`src/rtl/imem_loader_pkg.sv`:
```
// Shared types and constants for the instruction-RAM boot loader.
package imem_loader_pkg;

    typedef enum logic [2:0] {
        StIdle,
        StLoad,
        StChk,
        StDone,
        StErr
    } state_e;

    localparam int unsigned DEPTH_DEFAULT = 64;
    localparam int unsigned LANES         = 4;
    localparam int unsigned ADDR_SHIFT    = 2;

endpackage

```
`src/rtl/imem_byte_packer.sv`:
```
// Packs a byte stream little-endian into 32-bit words; word/word_complete are valid
// in the cycle the lane-3 byte is pushed.
module imem_byte_packer
    import imem_loader_pkg::*;
(
    input  logic        clk,
    input  logic        rst_n,
    input  logic        clear,
    input  logic        push,
    input  logic [7:0]  byte_in,
    output logic [31:0] word,
    output logic        word_complete
);

    logic [1:0] lane;
    logic [7:0] lane_byte [3];

    always_ff @(posedge clk or negedge rst_n) begin
        if (!rst_n) begin
            lane         <= 2'd0;
            lane_byte[0] <= 8'h00;
            lane_byte[1] <= 8'h00;
            lane_byte[2] <= 8'h00;
        end else if (clear) begin
            lane <= 2'd0;
        end else if (push) begin
            unique case (lane)
                2'd0:    lane_byte[0] <= byte_in;
                2'd1:    lane_byte[1] <= byte_in;
                2'd2:    lane_byte[2] <= byte_in;
                default: ;
            endcase
            lane <= lane + 2'd1;
        end
    end

    // Lane 3 bypasses storage so the word is ready on the accepting edge.
    assign word          = {byte_in, lane_byte[2], lane_byte[1], lane_byte[0]};
    assign word_complete = push && (lane == 2'(LANES - 1));

endmodule

```
`src/rtl/imem_loader.sv`:
```
// Boot-time instruction RAM writer: count byte, then 4*N data bytes packed into words.
// Define IMEM_LOADER_CHECKSUM_EN to require a trailing XOR checksum byte.
module imem_loader
    import imem_loader_pkg::*;
#(
    parameter int unsigned ADDR_W = 8,
    parameter int unsigned DEPTH  = DEPTH_DEFAULT
) (
    input  logic              clk,
    input  logic              rst_n,
    input  logic              start,
    input  logic              in_valid,
    input  logic [7:0]        in_data,
    output logic              in_ready,
    output logic              wr_en,
    output logic [ADDR_W-1:0] wr_addr,
    output logic [31:0]       wr_data,
    output logic              cpu_hold,
    output logic              done,
    output logic              err
);

    localparam int unsigned CNT_W = $clog2(DEPTH + 1);

    state_e           state;
    logic [CNT_W-1:0] word_cnt;
    logic [CNT_W-1:0] word_idx;
    logic             accept;
    logic             push;
    logic             pack_clear;
    logic [31:0]      word;
    logic             word_complete;
`ifdef IMEM_LOADER_CHECKSUM_EN
    logic [7:0]       csum;
`endif

    // Once the last word has been issued, LOAD stops accepting while the write commits.
    assign in_ready   = (state == StIdle) || (state == StChk) ||
                        ((state == StLoad) && (word_idx != word_cnt));
    assign accept     = in_valid && in_ready;
    assign push       = accept && (state == StLoad);
    assign pack_clear = accept && (state == StIdle);

    imem_byte_packer u_packer (
        .clk           (clk),
        .rst_n         (rst_n),
        .clear         (pack_clear),
        .push          (push),
        .byte_in       (in_data),
        .word          (word),
        .word_complete (word_complete)
    );

    always_ff @(posedge clk or negedge rst_n) begin
        if (!rst_n) begin
            state    <= StIdle;
            word_cnt <= '0;
            word_idx <= '0;
            wr_en    <= 1'b0;
            wr_addr  <= '0;
            wr_data  <= '0;
            cpu_hold <= 1'b1;
            done     <= 1'b0;
            err      <= 1'b0;
`ifdef IMEM_LOADER_CHECKSUM_EN
            csum     <= 8'h00;
`endif
        end else begin
            wr_en <= 1'b0;
            unique case (state)
                StIdle: begin
                    if (accept) begin
                        if ((in_data != 8'h00) && (32'(in_data) <= DEPTH)) begin
                            word_cnt <= CNT_W'(in_data);
                            word_idx <= '0;
`ifdef IMEM_LOADER_CHECKSUM_EN
                            csum     <= 8'h00;
`endif
                            state    <= StLoad;
                        end else begin
                            err   <= 1'b1;
                            state <= StErr;
                        end
                    end
                end
                StLoad: begin
                    if (word_complete) begin
                        wr_en    <= 1'b1;
                        wr_addr  <= ADDR_W'(word_idx) << ADDR_SHIFT;
                        wr_data  <= word;
                        word_idx <= word_idx + 1'b1;
                    end else if (word_idx == word_cnt) begin
`ifdef IMEM_LOADER_CHECKSUM_EN
                        state    <= StChk;
`else
                        done     <= 1'b1;
                        cpu_hold <= 1'b0;
                        state    <= StDone;
`endif
                    end
`ifdef IMEM_LOADER_CHECKSUM_EN
                    if (push) begin
                        csum <= csum ^ in_data;
                    end
`endif
                end
                StChk: begin
`ifdef IMEM_LOADER_CHECKSUM_EN
                    if (accept) begin
                        if (in_data == csum) begin
                            done     <= 1'b1;
                            cpu_hold <= 1'b0;
                            state    <= StDone;
                        end else begin
                            err   <= 1'b1;
                            state <= StErr;
                        end
                    end
`else
                    state <= StIdle;
`endif
                end
                StDone, StErr: begin
                    if (start) begin
                        cpu_hold <= 1'b1;
                        done     <= 1'b0;
                        err      <= 1'b0;
                        wr_addr  <= '0;
                        state    <= StIdle;
                    end
                end
                default: state <= StIdle;
            endcase
        end
    end

endmodule

```
`config.mk`:
```
export PLATFORM = sky130hd
export DESIGN_NAME = imem_loader
export DESIGN_NICKNAME = d
export VERILOG_FILES = /design/src/rtl/imem_loader_pkg.sv /design/src/rtl/imem_byte_packer.sv /design/src/rtl/imem_loader.sv
export SDC_FILE = /design/constraint.sdc
export NUM_CORES = 1
export LEC_CHECK = 0
export ABC_AREA = 1
export CAP_MARGIN = 20
export CELL_PAD_IN_SITES_DETAIL_PLACEMENT = 0
export CELL_PAD_IN_SITES_GLOBAL_PLACEMENT = 1
export CORE_MARGIN = 3
export CORE_UTILIZATION = 40
export DETAILED_ROUTE_END_ITERATION = 8
export PLACE_DENSITY_LB_ADDON = 0.25
export SLEW_MARGIN = 5
export SYNTH_ARGS = -nofsm -noshare
export SYNTH_HDL_FRONTEND = slang
export SYNTH_SLANG_ARGS = --single-unit
```
`constraint.sdc`:
```
create_clock -name clk -period 2 [get_ports clk]
set_clock_uncertainty 0.05 [all_clocks]
set_input_delay 0.3 -clock clk [delete_from_list [all_inputs] [get_ports clk]]
set_output_delay 0.3 -clock clk [all_outputs]
set_load 0.02 [all_outputs]
```
==> key figures <==
Drt
  • Wire per inst: 13.69 um
  • Vias per Instance: 4.759
  • DR iter-0 viols: 175
  • Detailed-route via count: 2922
  • Post-route DRC violation count: 0
  • DRT antenna net count: 0
  • Final routed wirelength across all metal layers: 8.403 mm
  • Router iterations before antenna repair: 4

Clock tree
  • Later-pin clock latency in the skew report: 360 ps
  • Maximum clock path buffer count: 2
  • Clock Sink Count: 85
  • CTS root buffer: sky130_fd_sc_hd__clkbuf_8
  • Cts bufs inserted: 9
  • Clock-pin slew on the worst setup and hold paths: 90 ps
  • CTS tree: yes
  • H-tree Lvls: 3

Yosys
  • Most common cell in the synthesized netlist: sky130_fd_sc_hd__nand2_1
  • Combinational family with the most area after synthesis: simple AND/OR/NAND/NOR gates
  • Yosys top cell area share: 0.5773
  • Area fraction in compound gates after synthesis: 0.08144
  • Adder-cell share of the synthesized area: 0.01718
  • XOR/XNOR Fraction of Synth Area: 0
  • Post-synth top area cell: sky130_fd_sc_hd__dfrtp_1
  • Leading cell types by count after synthesis: 177 x sky130_fd_sc_hd__nand2_1, 84 x sky130_fd_sc_hd__dfrtp_1, 46 x sky130_fd_sc_hd__o21ai_0
  • Flip-flop cell with the highest count after synthesis: sky130_fd_sc_hd__dfrtp_1
  • Syn Inst Count: 422
  • Post-synthesis average cell area: 8.628 um^2
  • Share of cell area taken by muxes after synthesis: 0
  • Portion of the post-synthesis area used by sequential elements: 0.5845
  • Flop and latch count out of synthesis: 85
  • Async set-or-reset flop fraction in the synthesized netlist: 1.000
  • Simple logic cell fraction of the synthesized area: 0.2546
  • Post-Synthesis Cell Area: 3641 um^2
  • Ys Warns: 0
  • Top post-synthesis cells by area: sky130_fd_sc_hd__dfrtp_1 58%, sky130_fd_sc_hd__nand2_1 18%, sky130_fd_sc_hd__o21ai_0 6.3%
  • Count of different cell masters after synthesis: 26
  • EDFF count, synth: 0

GRT
  • First-pass GRT wire length: 14.35 mm
  • Initial antenna violation count: 0
  • Pin count of the biggest net entering global routing: 51
  • Number of global-route vias before repair: 2808
  • Global-route congestion overflow total: 0
  • Overall fraction of global-route tracks in use: 0.1818

Timing
  • Smallest setup slack after layout: 89.70 ps
  • Setup Total Neg Slack: 0 ps
  • Upper clock frequency limit: 0.5235 GHz
  • Setup Viol. Count Final: 0
  • Number of hold violations in the final report: 0
  • Final period demand of the worst path: 1910 ps
  • Setup repair after global routing missed its margin: no
  • Number of pins exceeding their max-slew limit in the final report: 0
  • Fraction of the cycle the final worst path needs: 0.9551

Floorplanning
  • Overall die height: 101.4 um
  • Total number of placement rows: 34
  • Core footprint: 8763 um^2
  • Floorplan die area: 10280 um^2
  • Starting utilization of the core area: 0.4155
  • IO Pins: 57
  • DIE WIDTH: 101.4 um

Layout
  • Final standard cell utilization of the core: 0.5366
  • Number of nets in the final layout: 518
  • Filler-free cell count of the finished design: 614
  • Share of layout cells above drive strength 1: 0.1206
  • Non-Filler Cell Area, Final: 4702 um^2
  • P&R area growth vs syn: 29.14%
  • Final-layout fill cell count: 829
  • Count of antenna diodes in the layout: 0

Min path
  • Hold Path Class: in -> async

Placement
  • Cell count after placement: 592
  • Placed Area: 4420 um^2
  • Number of buffers added on ports: 54
  • Worst slack, placed: -18.74 ps
  • HPWL after detailed placement: 5.902 mm
  • Routability Congestion: 0.8286

Worst setup path
  • Arrival time reported for the critical path endpoint: 1560 ps
  • Required time worst endpoint: 1650 ps
  • Slack of the worst reg-to-reg path: 180 ps
  • Crit-path max FO: 6
  • Critical Setup Path Class: reg -> out
  • Startpoint type of the worst setup path: flip-flop
  • FF-to-FF Start: word_idx[5]
  • Cell count of the worst reg-to-reg path: 11
  • Worst flop-to-flop path endpoint: word_idx[4]
  • Type of element capturing the critical path: output pin
  • Startpoint of the most critical setup path: word_idx[5]

Power
  • Pleak: 2.371 nW
  • Total power divided by cell area: 988.3 nW/um^2
  • Worst VDD drop: 549.6 uV

Run status
  • Result of the run: finished, final reports clean

Job
  • Number of max-cap violations: 0
-- worst max-delay path by stage --
stage | end | slack (ps) | cells past startpoint
2_1_floorplan | wr_addr[2] | 370 | 11
3_3_place_gp | in_ready | 10 | 8
3_5_place_dp | word_cnt[4] | -20 | 10
4_1_cts | in_ready | 80 | 7
5_1_grt | in_ready | 0.9 | 8
6_report | in_ready | 90 | 7
-- layout make-up --
cell class	instances	area, um^2	area share
clock inverter	4	55.05	0.01171
inverter	36	135.1	0.02874
timing repair buffer	82	784.5	0.1668
multi-input combinational	287	1306	0.2778
sequential	85	2131	0.4532
tap	108	135.1	0.02874
clock buffer	12	155.1	0.03300
-- worst max-delay path, cell delays in order (launching register included) --
cell and delay, ps:
sky130_fd_sc_hd__dfrtp_2 460, sky130_fd_sc_hd__inv_1 110, sky130_fd_sc_hd__nand2_1 50, sky130_fd_sc_hd__nand2_1 60, sky130_fd_sc_hd__nand3_1 110, sky130_fd_sc_hd__o21bai_4 190, sky130_fd_sc_hd__nand2_4 90, sky130_fd_sc_hd__buf_6 130
-- placed cells by master, fill, tap and decap left out, drive strengths merged --
master         instances
clkbuf                12
clkinvlp               1
and2                   1
dfstp                  1
nor3                   3
nand2                179
clkdlybuf4s50         52
conb                   2
o21bai                 1
or2                    1
ha                     5
nor2                  15
buf                   29
a22oi                  1
bufinv                 1
dlygate4sd3            1
a21oi                  6
o21ai                 48
clkinv                 1
inv                   37
nand4                  1
dfrtp                 84
nand3                 22
nor4                   2
-- per-layer routing --
metal	track usage	vias up	part of all wire
li1	-	1482	-
met1	0.2633	1371	0.49
met2	0.2726	61	0.45
met3	0.03788	8	0.055
met4	0.06135	0	0.0088
met5	0	-	0
-- state kept, by name, summed over array words and instances (netlist names) --
name	cells
cpu_hold	1
done	1
err	1
state	3
u_packer.lane	2
u_packer.word	24
word_cnt	7
word_idx	7
wr_addr	6
wr_data	32
wr_en	1
-- per-stage QoR --
stage / power [mW] / hold WS, ps
after detailed placement: 3.353 / 101.0
after global routing: 4.985 / 262.1
final: 4.647 / 261.1
after floorplan: 2.940 / -45.59
after CTS: 4.642 / 260.4
after global placement: 3.325 / 100.2
-- kinds of logic (layout without fill, tap and decap cells) --
logic type	after synthesis	after routing
AO/OA/AOI/OAI	56	56
adder cells (fa/ha/maj)	5	5
buffers and inverters	51	134
flip-flops	85	85
other	1	2
AND/OR/NAND/NOR	224	224
-- repair_timing --
| action | CTS | global route |
|---|---|---|
| pin swaps | 1 | 5 |
| setup endpoints to repair | 6 | 15 |
| resized for setup | 6 | 8 |
| endpoints found under the hold margin | 10 | 0 |
| hold buffers | 1 | 0 |
| setup buffers | 3 | 2 |
-- where the power goes --
part / switching, mW / total [mW] / internal, mW
sequential: 0.201 / 2.24 / 2.04
combinational: 0.658 / 1.13 / 0.473
clock: 0.626 / 1.28 / 0.653
No activity file was read; power rests on OpenSTA's default activity.
